`src/rtl/heap_mem_pkg.sv`:
```
// rtl/heap_mem_pkg.sv - shared heap memory types and widths
package heap_mem_pkg;

    localparam int HEAP_ADDR_W = 11;
    localparam int HEAP_DATA_W = 32;

    typedef enum logic {
        IDLE   = 1'b0,
        LOCKED = 1'b1
    } state_t;

endpackage

```
`src/rtl/rr_pick.sv`:
```
// rtl/rr_pick.sv - combinational round-robin selector: first request at or after the pointer, wrapping
module rr_pick #(
    parameter int N     = 2,
    parameter int IDX_W = (N > 1) ? $clog2(N) : 1
) (
    input  logic [N-1:0]     i_req,
    input  logic [IDX_W-1:0] i_ptr,
    output logic [N-1:0]     o_grant,
    output logic [IDX_W-1:0] o_idx,
    output logic             o_any
);

    logic [IDX_W-1:0] w_pos;

    always_comb begin
        o_grant = '0;
        o_idx   = '0;
        o_any   = 1'b0;
        w_pos   = '0;
        for (int k = 0; k < N; k++) begin
            // pointer is modulo N, so non-power-of-two counts wrap correctly
            w_pos = IDX_W'((32'(i_ptr) + 32'(k)) % 32'(N));
            if (!o_any && i_req[w_pos]) begin
                o_any   = 1'b1;
                o_idx   = w_pos;
                o_grant = N'(1) << w_pos;
            end
        end
    end

endmodule

```
`src/rtl/heap_mem_arbiter.sv`:
```
// rtl/heap_mem_arbiter.sv - round-robin, burst-locked arbiter sharing heap BRAM port A
module heap_mem_arbiter
    import heap_mem_pkg::*;
#(
    parameter int NUM_REQ   = 2,
    parameter int ADDR_W    = HEAP_ADDR_W,
    parameter int DATA_W    = HEAP_DATA_W,
    parameter int MAX_BURST = 64
) (
    input  logic                           axis_clk,
    input  logic                           axis_reset,
    input  logic [NUM_REQ-1:0]             req_valid,
    output logic [NUM_REQ-1:0]             req_ready,
    input  logic [NUM_REQ-1:0]             req_last,
    input  logic [NUM_REQ*ADDR_W-1:0]      req_addr,
    input  logic [NUM_REQ*DATA_W-1:0]      req_wr_data,
    input  logic [NUM_REQ*(DATA_W/8)-1:0]  req_wr_en,
    output logic [NUM_REQ-1:0]             rd_valid,
    output logic [DATA_W-1:0]              rd_data,
    output logic                           heap_mem_port_a_clk,
    output logic                           heap_mem_port_a_en,
    output logic [ADDR_W-1:0]              heap_mem_port_a_addr,
    output logic [DATA_W-1:0]              heap_mem_port_a_wr_data,
    output logic [DATA_W/8-1:0]            heap_mem_port_a_wr_en,
    input  logic [DATA_W-1:0]              heap_mem_port_a_rd_data
);

    localparam int BE_W  = DATA_W / 8;
    localparam int IDX_W = (NUM_REQ > 1) ? $clog2(NUM_REQ) : 1;
    localparam int CNT_W = $clog2(MAX_BURST + 1);

    state_t             r_state, w_state_nxt;
    logic [IDX_W-1:0]   r_ptr, w_ptr_nxt, r_owner, w_owner_nxt;
    logic [CNT_W-1:0]   r_count, w_count_nxt;
    logic [NUM_REQ-1:0] w_pick_grant;
    logic [IDX_W-1:0]   w_pick_idx, w_sel;
    logic               w_pick_any, w_accept, w_sel_last, w_is_read;
    logic [ADDR_W-1:0]  w_sel_addr;
    logic [DATA_W-1:0]  w_sel_data;
    logic [BE_W-1:0]    w_sel_be;

    logic               r_en;
    logic [ADDR_W-1:0]  r_addr;
    logic [DATA_W-1:0]  r_wr_data, r_rd_data;
    logic [BE_W-1:0]    r_wr_en;
    logic               r_rd_v1, r_rd_v2;
    logic [IDX_W-1:0]   r_rd_idx1, r_rd_idx2;
    logic [NUM_REQ-1:0] r_rd_valid;

    function automatic logic [IDX_W-1:0] f_wrap(input logic [IDX_W-1:0] idx);
        return (32'(idx) == NUM_REQ - 1) ? '0 : idx + 1'b1;
    endfunction

    rr_pick #(.N(NUM_REQ), .IDX_W(IDX_W)) u_rr_pick (
        .i_req  (req_valid),
        .i_ptr  (r_ptr),
        .o_grant(w_pick_grant),
        .o_idx  (w_pick_idx),
        .o_any  (w_pick_any)
    );

    assign w_sel      = (r_state == IDLE) ? w_pick_idx : r_owner;
    assign w_sel_addr = req_addr[32'(w_sel)*ADDR_W +: ADDR_W];
    assign w_sel_data = req_wr_data[32'(w_sel)*DATA_W +: DATA_W];
    assign w_sel_be   = req_wr_en[32'(w_sel)*BE_W +: BE_W];
    assign w_sel_last = req_last[w_sel];
    assign w_is_read  = (w_sel_be == '0);
    assign w_accept   = |(req_valid & req_ready);

    always_comb begin
        req_ready   = '0;
        w_state_nxt = r_state;
        w_ptr_nxt   = r_ptr;
        w_owner_nxt = r_owner;
        w_count_nxt = r_count;
        unique case (r_state)
            IDLE: begin
                req_ready = w_pick_grant;
                if (w_pick_any) begin
                    if (w_sel_last || MAX_BURST == 1) begin
                        w_ptr_nxt = f_wrap(w_pick_idx);
                    end else begin
                        w_state_nxt = LOCKED;
                        w_owner_nxt = w_pick_idx;
                        w_count_nxt = CNT_W'(1);
                    end
                end
            end
            LOCKED: begin
                // gaps in the owner's valid keep the lock; nobody else is offered ready
                req_ready[r_owner] = req_valid[r_owner];
                if (req_valid[r_owner]) begin
                    w_count_nxt = r_count + 1'b1;
                    if (w_sel_last || w_count_nxt == CNT_W'(MAX_BURST)) begin
                        w_state_nxt = IDLE;
                        w_ptr_nxt   = f_wrap(r_owner);
                        w_count_nxt = '0;
                    end
                end
            end
            default: w_state_nxt = IDLE;
        endcase
    end

    always_ff @(posedge axis_clk) begin
        if (axis_reset) begin
            r_state    <= IDLE;
            r_ptr      <= '0;
            r_owner    <= '0;
            r_count    <= '0;
            r_en       <= 1'b0;
            r_addr     <= '0;
            r_wr_data  <= '0;
            r_wr_en    <= '0;
            r_rd_v1    <= 1'b0;
            r_rd_v2    <= 1'b0;
            r_rd_idx1  <= '0;
            r_rd_idx2  <= '0;
            r_rd_valid <= '0;
            r_rd_data  <= '0;
        end else begin
            r_state    <= w_state_nxt;
            r_ptr      <= w_ptr_nxt;
            r_owner    <= w_owner_nxt;
            r_count    <= w_count_nxt;
            r_en       <= w_accept;
            r_addr     <= w_accept ? w_sel_addr : '0;
            r_wr_data  <= w_accept ? w_sel_data : '0;
            r_wr_en    <= w_accept ? w_sel_be : '0;
            // BRAM samples the port one edge after acceptance, data is captured one edge later
            r_rd_v1    <= w_accept && w_is_read;
            r_rd_idx1  <= w_sel;
            r_rd_v2    <= r_rd_v1;
            r_rd_idx2  <= r_rd_idx1;
            r_rd_valid <= r_rd_v2 ? (NUM_REQ'(1) << r_rd_idx2) : '0;
            if (r_rd_v2) begin
                r_rd_data <= heap_mem_port_a_rd_data;
            end
        end
    end

    assign heap_mem_port_a_clk     = axis_clk;
    assign heap_mem_port_a_en      = r_en;
    assign heap_mem_port_a_addr    = r_addr;
    assign heap_mem_port_a_wr_data = r_wr_data;
    assign heap_mem_port_a_wr_en   = r_wr_en;
    assign rd_valid                = r_rd_valid;
    assign rd_data                 = r_rd_data;

endmodule
```
`config.mk`:
```
export PLATFORM = sky130hd
export DESIGN_NAME = heap_mem_arbiter
export DESIGN_NICKNAME = d
export VERILOG_FILES = /design/src/rtl/heap_mem_pkg.sv /design/src/rtl/rr_pick.sv /design/src/rtl/heap_mem_arbiter.sv
export SDC_FILE = /design/constraint.sdc
export NUM_CORES = 1
export LEC_CHECK = 0
export BUFFER_PORTS_ARGS = -buffer_cell sky130_fd_sc_hd__buf_2
export CORE_ASPECT_RATIO = 1.4
export CORE_MARGIN = 2
export CORE_UTILIZATION = 43
export CTS_CLUSTER_SIZE = 30
export DETAILED_ROUTE_END_ITERATION = 10
export GPL_TIMING_DRIVEN = 0
export PLACE_DENSITY = 0.79
export SYNTH_ARGS = -nofsm -noshare
export SYNTH_HDL_FRONTEND = slang
export SYNTH_SLANG_ARGS = --single-unit
export TNS_END_PERCENT = 30
```
`constraint.sdc`:
```
create_clock -name axis_clk -period 2.3 [get_ports axis_clk]
set_clock_uncertainty 0.1 [all_clocks]
set_input_delay 0.115 -clock axis_clk [delete_from_list [all_inputs] [get_ports axis_clk]]
set_output_delay 0.115 -clock axis_clk [all_outputs]
set_load 0.1 [all_outputs]
```
==> impl_results.md, run 1 <==
* Count of mapped cells out of synthesis at 419
* Slowest library cell on the worst path: sky130_fd_sc_hd__dlygate4sd3_1
* Violation count after the first detailed-routing iteration at 229
* Commonest cells after routing, fill and taps aside: sky130_fd_sc_hd__buf_2, sky130_fd_sc_hd__dlygate4sd3_1, sky130_fd_sc_hd__nand2_1, sky130_fd_sc_hd__dfxtp_1, sky130_fd_sc_hd__a21oi_1
* Floorplan core area at 8200 sq um
* Clock-pin slew on the worst setup and hold paths at 60 ps
* Cell Area, Synth at 3640 sq um
* Y dimension of the die at 113 um
* Largest cells by area after synthesis: sky130_fd_sc_hd__dfxtp_1, sky130_fd_sc_hd__nand2_1, sky130_fd_sc_hd__mux2i_1
* Combined global-route utilization of all metal layers at 33.4%
* Placement Rows at 39
* Share of synthesized area spent on multiplexers at 9.35%
* Drt total wl at 15200 um
* Count of boundary I/O pins at 217
* Die width at 81.7 um
* Reported max-cap violation count at 0
* Number of detailed-routing iterations run before antenna repair at 5
* Startpoint-to-endpoint class of the critical path: reg -> reg
* Synth top area share at 52.8%
* Detail-routed via count per cell at 5.25
* Number of synthesized flops with an enable pin at 0
* Post-DP HPWL at 8280 um
* Max Freq at 463 MHz
* Final critical delay including setup and external delays at 2160 ps
* Max stage delay on crit path at 570 ps
* Maximum vdd ir drop at 0.00104 V
* Worst Hold Class: in -> reg
* Adder and majority gate portion of the synthesized area at 0.344%
* Number of cells in the design after placement at 736
* Sequential-to-total area share from yosys stat at 52.8%
* Final Cycle Share at 93.9%
* Status: finished, violations left
* Worst hold path stage count at 4
* Final setup viols at 0
* Data required, critical path at 2530 ps
* Total power at 5.15 mW
* Number of antenna violations at the first check in global routing at 0
* Wire length of the first global-routing pass at 23500 um
* Grt ovf at 0
* Post-synthesis async set-or-reset flop share at 0%
* Area growth from synthesis to final layout at 80.1%
* Most frequently used flop master after synthesis: sky130_fd_sc_hd__dfxtp_1
* Remaining max-slew budget at the tightest pin at 60.0%
* Number of slew-limit violations in the final report at 0
* Hold violation count in the final report at 1
* Overall via count from detail_route at 4642
* Sort of element at the start of the critical path: flip-flop
* Power density cells at 786 nW/um^2
* Combinational family with the most area after synthesis: simple AND/OR/NAND/NOR gates
* Vias in the first global route at 4821
* Failing checks: hold timing
* Input/output buffers at 215
* Most frequent cell on the critical path: sky130_fd_sc_hd__a21oi_1
* Count of nets left with antenna violations after detail routing at 0
* Synthesis warning total at 0
* RSZ-0062 raised after global routing: no
* Post-Route Hold Slack at -3.84 ps
* Worst setup startpoint: r_state$_SDFF_PP0_
* Gp weighted congestion at 0.852
* Yosys reg bits at 96
* XOR/XNOR Fraction of Synth Area at 0%
* Area enclosed by the die boundary at 9220 sq um
* Distinct cell type count of the synthesized netlist at 43
* DR WL/cell at 17.2 um
* Setup TNS at 0 ps
* Start point of the worst hold path: req_last[1]
* Diode insertion count for antenna repair at 0
* Worst r2r path cells at 6
* Type of element capturing the critical path: flip-flop
* Largest net degree at the start of global routing at 15
* Cell Chain, Critical Path: clkbuf_2, a21oi_1, nand2b_1, clkbuf_4, a21oi_1, dlygate4sd3_1
* Final nets at 912
* Post-synth top area cell: sky130_fd_sc_hd__dfxtp_1
* Crit path arrival time at 2390 ps
* Leakage power of the design at 3.16 nW
* Worst-Skew Late Latency at 450 ps
* Syn nets at 552
* Ratio of cells with drive above 1 in the final layout at 32.3%
* Leading cell type in the layout, fill and taps excluded: sky130_fd_sc_hd__buf_2
* Fillers at 480
* Startpoint of the most critical register-to-register path: r_state$_SDFF_PP0_
* Final cell count without fillers at 885
* Worst slew pin tran at 600 ps
* Maximum fanout encountered on the critical timing path at 10
* Drt drc at 0
* Basic-gate share of the synthesized area counting and, or, nand and nor cells at 20.8%
* Starting density of the core at 44.4%
* Mean instance size in the synthesized netlist at 8.68 sq um
* Clock tree from TritonCTS: built
* Compound-cell area share of the yosys netlist at 13.1%
-- worst max-delay path, delay by kind of cell (launching register included) --
kind                   cells  cell delay, ps
flip-flops                 1             440
AO/OA/AOI/OAI              2             200
buffers and inverters      3            1090
AND/OR/NAND/NOR            1             190
-- state kept, by name, summed over array words and instances (netlist names), 2 cells and up --
name,cells
heap_mem_port_a_addr,11
rd_data,32
rd_valid,2
r_count,7
heap_mem_port_a_wr_en,4
heap_mem_port_a_wr_data,32
-- final timing paths --
| path | endpoint | slack (ps) |
|---|---|---|
| worst max-delay path | heap_mem_port_a_wr_en[0]$_SDFF_PP0_ | 140 |
| worst min-delay path | r_count[0]$_SDFFE_PP0P_ | -4 |
| worst max register to register | heap_mem_port_a_wr_en[0]$_SDFF_PP0_ | 140 |
| worst min register to register | rd_valid[0]$_SDFF_PP0_ | 310 |
-- layout make-up --
cell class                      count  area [sq um]  area share [%]
Buffer                             27           119            1.81
Clock buffer                       16           327            4.98
Clock inverter                      3          42.5           0.649
Inverter                            5          18.8           0.286
Multi-Input combinational cell    290          1590            24.3
Sequential cell                    96          1930            29.4
Tap cell                          102           128            1.95
Timing Repair Buffer              346          2400            36.6
-- power breakdown --
| group | switching (mW) | internal (mW) | total, mW |
|---|---|---|---|
| clock | 0.789 | 1.12 | 1.91 |
| sequential | 0.0417 | 1.76 | 1.80 |
| combinational | 1.03 | 0.412 | 1.44 |
| total | 1.86 | 3.29 | 5.15 |
-- synthesized netlist by cell type, types with 2 or more instances --
cell type / number
sky130_fd_sc_hd__a21oi_1: 54
sky130_fd_sc_hd__nor2_1: 44
sky130_fd_sc_hd__inv_1: 5
sky130_fd_sc_hd__nand2b_1: 5
sky130_fd_sc_hd__buf_1: 2
sky130_fd_sc_hd__nor3_1: 3
sky130_fd_sc_hd__a211o_1: 2
sky130_fd_sc_hd__clkbuf_1: 21
sky130_fd_sc_hd__buf_2: 4
sky130_fd_sc_hd__mux2i_1: 34
sky130_fd_sc_hd__nor2b_1: 6
sky130_fd_sc_hd__nand2_1: 103
sky130_fd_sc_hd__dfxtp_1: 96
sky130_fd_sc_hd__nand4_1: 2
sky130_fd_sc_hd__a311oi_1: 2
sky130_fd_sc_hd__nand3_1: 3
sky130_fd_sc_hd__o211a_1: 2
sky130_fd_sc_hd__o21ai_0: 6
-- cell families (layout without fill, tap and decap cells) --
family / count (synthesis) / in the layout
mux: 34 / 34
simple gates: 177 / 177
compound gates: 78 / 78
fa+ha+maj: 1 / 1
flops: 96 / 96
buf+inv: 33 / 397
-- through the flow --
step / setup slack (ps) / util [%] / cell area, sq um
6_report: 140 / 79.9 / 6550
2_1_floorplan: 240 / - / 3640
3_5_place_dp: 169 / 59.1 / 4850
5_1_grt: 18.5 / 79.9 / 6550
3_3_place_gp: 177 / 59.1 / 4850
4_1_cts: 49.8 / 79.7 / 6530
-- per-layer routing --
| metal | up-vias | wire length (um) | track usage (%) |
|---|---|---|---|
| li1 | 2113 | - | - |
| met1 | 2141 | 5630 | 36.0 |
| met2 | 317 | 7460 | 56.8 |
| met3 | 71 | 1440 | 10.1 |
| met4 | 0 | 723 | 18.4 |
| met5 | - | 0 | 0 |
-- repair_timing --
action,in CTS,in global routing
setup endpoints to repair,1,26
hold endpoints to repair,83,0
hold buffers,132,0
gates cloned,0,0
pin swaps,0,2
gates resized for setup,2,16
buffers inserted,0,1
Note: power is estimated with default switching activity, not from simulation.
==> run 2: changes to the inputs <==
Settings changed: ABC_AREA from default to 1, CORE_UTILIZATION 43 to 39, PLACE_DENSITY 0.79 to 0.76, SYNTH_HIERARCHICAL from default to 1.
Clock period 2.3 ns to 1.75 ns, I/O delays scaled along.
==> run 2 against run 1 <==
The flow now finishes without violations. Sequential share of layout area shrank 0.64 points. Cell area grew 2.4%. Cell count grew 8.0%. Clock-buffer cell count shrank 2. Global-route usage shrank 3.6 points. Die area grew 9.6%. Sequential power grew 36%. Power grew 45%. Hold slack gained 32 ps. Register-to-register slack lost 50 ps.
==> impl_results.md, run 2 <==
* Overall via count from detail_route at 4755
* Count of nets left with antenna violations after detail routing at 0
* Maximum vdd ir drop at 0.000842 V
* Combined global-route utilization of all metal layers at 29.8%
* Ratio of cells with drive above 1 in the final layout at 34.0%
* Worst hold path stage count at 6
* Leakage power of the design at 3.41 nW
* Mean instance size in the synthesized netlist at 7.55 sq um
* Fillers at 592
* Y dimension of the die at 118 um
* Number of detailed-routing iterations run before antenna repair at 5
* Share of synthesized area spent on multiplexers at 0%
* Adder and majority gate portion of the synthesized area at 0.344%
* Most numerous cell types in the synthesized netlist: sky130_fd_sc_hd__nand2_1, sky130_fd_sc_hd__dfxtp_1, sky130_fd_sc_hd__nor2_1
* Synthesis warning total at 6
* Number of slew-limit violations in the final report at 0
* Drt total wl at 15200 um
* Fraction of power consumed by combinational cells at 33.1%
* Count of mapped cells out of synthesis at 481
* Commonest cells after routing, fill and taps aside: sky130_fd_sc_hd__buf_2, sky130_fd_sc_hd__dlygate4sd3_1, sky130_fd_sc_hd__nand2_1, sky130_fd_sc_hd__dfxtp_1, sky130_fd_sc_hd__nor2_1
* RSZ-0062 raised after global routing: yes
* Share of total power consumed by net switching at 38.9%
* Worst r2r path cells at 10
* Crit path arrival time at 1520 ps
* Compound-cell area share of the yosys netlist at 15.1%
* Total power at 7.45 mW
* Top Family by Delay on Critical Path: buffers and inverters
* Syn nets at 614
* Post-synth top area cell: sky130_fd_sc_hd__dfxtp_1
* Number of synthesized flops with an enable pin at 0
* Setup TNS at 0 ps
* Startpoint of the most critical register-to-register path: r_ptr$_SDFFE_PP0P_
* Placement Rows at 41
* Leading cell type in the layout, fill and taps excluded: sky130_fd_sc_hd__buf_2
* Die width at 85.6 um
* Cell Chain, Critical Path: clkbuf_16, clkbuf_16, buf_4, buf_2
* Hold worst-path end: r_count[5]$_SDFFE_PP0P_
* Post-synthesis async set-or-reset flop share at 0%
* Worst-Skew Late Latency at 450 ps
* Sort of element at the start of the critical path: clock port
* Distinct cell type count of the synthesized netlist at 25
* Net switching power at 2.90 mW
* Drt drc at 0
* Detail-routed via count per cell at 4.97
* Input/output buffers at 216
* Hold violation count in the final report at 0
* Vias in the first global route at 5039
* Clock power share at 34.0%
* Largest cells by area after synthesis: sky130_fd_sc_hd__dfxtp_1, sky130_fd_sc_hd__nand2_1, sky130_fd_sc_hd__nor2_1
* Worst path buffer plus inverter count at 4
* Power density cells at 1110 nW/um^2
* Yosys reg bits at 96
* Status: finished clean
* Worst Hold Class: in -> reg
* Startpoint-to-endpoint class of the critical path: clk -> out
* Wire length of the first global-routing pass at 23700 um
* Worst slew pin tran at 534 ps
* Setup slack of the worst register-to-register path at 90 ps
* Clock tree from TritonCTS: built
* Sequential-to-total area share from yosys stat at 52.9%
* Start point of the worst hold path: req_last[1]
* Largest net degree at the start of global routing at 16
* Count of boundary I/O pins at 217
* Synth top area share at 52.9%
* Type of element capturing the critical path: output port
* Slowest library cell on the worst path: sky130_fd_sc_hd__buf_2
* Gp weighted congestion at 0.838
* Cell Area, Synth at 3630 sq um
* Floorplan core area at 9030 sq um
* XOR/XNOR Fraction of Synth Area at 0%
* Basic-gate share of the synthesized area counting and, or, nand and nor cells at 25.1%
* Final setup viols at 0
* Crit Reg-Reg Endpoint: heap_mem_port_a_wr_data[30]$_SDFF_PP0_
* Area growth from synthesis to final layout at 84.6%
* Cell with the most instances after synthesis: sky130_fd_sc_hd__nand2_1
* Area enclosed by the die boundary at 10100 sq um
* Reported max-cap violation count at 0
* Most frequent cell on the critical path: sky130_fd_sc_hd__clkbuf_16
* Most frequently used flop master after synthesis: sky130_fd_sc_hd__dfxtp_1
* Combinational family with the most area after synthesis: simple AND/OR/NAND/NOR gates
* Maximum fanout encountered on the critical timing path at 2
* DR WL/cell at 15.9 um
* Diode insertion count for antenna repair at 0
* Clock-pin slew on the worst setup and hold paths at 60 ps
* Number of antenna violations at the first check in global routing at 0
* Remaining max-slew budget at the tightest pin at 64.6%
* Max stage delay on crit path at 280 ps
* Sequential fraction of design power at 32.9%
* Cell internal pwr at 4.55 mW
* Data required, critical path at 1560 ps
* Worst setup startpoint: axis_clk
* Final nets at 978
* Violation count after the first detailed-routing iteration at 269
* Post-DP HPWL at 8380 um
* Starting density of the core at 40.2%
* Grt ovf at 0
[run 2: changes by cell type after synthesis, sizes merged, moves of 5 or more]
cell    previous run  this run
inv                5        25
o21ai              7        44
nor2b              6         0
nand2            103       132
buf                7        18
mux2i             34         0
clkbuf            21         9
nand2b             5         0
nand3              3        11
nor2              44        82
[run 2: logic make-up after synthesis]
logic type | count (synthesis)
AOI/OAI and AO/OA | 100
adders and majority gates | 1
buffers and inverters | 52
DFF | 96
and+or+nand+nor | 232
[run 2: metal layers]
metal | part of all wire [%] | routed length, um | GRT usage, %
met5 | 0 | 0 | 0
met4 | 4.8 | 728 | 18.8
met3 | 9.3 | 1420 | 10.1
met2 | 49 | 7530 | 50.3
met1 | 37 | 5570 | 30.8
[run 2: worst min-delay path, delay by kind of cell]
family	cells	cell delay, ps
AND/OR/NAND/NOR	4	300
buffers and inverters	1	90
AO/OA/AOI/OAI	1	60
[run 2: repair_timing]
item                                   CTS  global route
gates cloned                             0             1
pin swaps                                0             1
hold buffers                           130             0
setup endpoints to repair                2            56
endpoints found under the hold margin   86             0
resized for setup                        2            33
buffers inserted                         0             3
[run 2: per-stage QoR]
step	util, %	setup slack, ps	hold slack, ps	cells	area [sq um]
floorplan	-	-80.2	47.2	481	3670
global placement	54.1	73.1	211	804	4890
detailed placement	54.1	21.5	216	804	4890
CTS	72.7	1.81	16.5	952	6560
global route	74.3	-51.4	59.7	956	6710
finish	74.3	45.9	28.2	956	6710
[run 2: worst max-delay path by stage]
stage | depth (start not counted) | slack, ps | end
6_report | 4 | 50 | heap_mem_port_a_clk
5_1_grt | 10 | -50 | r_ptr$_SDFFE_PP0P_
4_1_cts | 10 | 2 | r_ptr$_SDFFE_PP0P_
3_5_place_dp | 10 | 20 | r_ptr$_SDFFE_PP0P_
3_3_place_gp | 10 | 70 | heap_mem_port_a_addr[1]$_SDFF_PP0_
2_1_floorplan | 8 | -80 | heap_mem_port_a_addr[1]$_SDFF_PP0_
[run 2: power groups by stage]
| stage | clock, mW | combinational, mW | sequential [mW] |
|---|---|---|---|
| global route | 2.66 | 2.59 | 2.47 |
| floorplan | 0.216 | 0.721 | 3.31 |
| detailed placement | 0.232 | 2.03 | 2.47 |
| CTS | 2.58 | 2.27 | 2.43 |
| global placement | 0.232 | 2.00 | 2.47 |
| finish | 2.53 | 2.47 | 2.45 |
[run 2: cell type report]
cell class / count / area [sq um] / area share [%]
multi-input cells: 333 / 1540 / 22.9
well taps: 107 / 134 / 2.00
flip-flops and latches: 96 / 1930 / 28.8
clock inverters: 5 / 56.3 / 0.840
clock buffers: 14 / 319 / 4.76
plain buffers: 27 / 186 / 2.78
inverters: 25 / 98.8 / 1.47
repair buffers: 349 / 2440 / 36.4
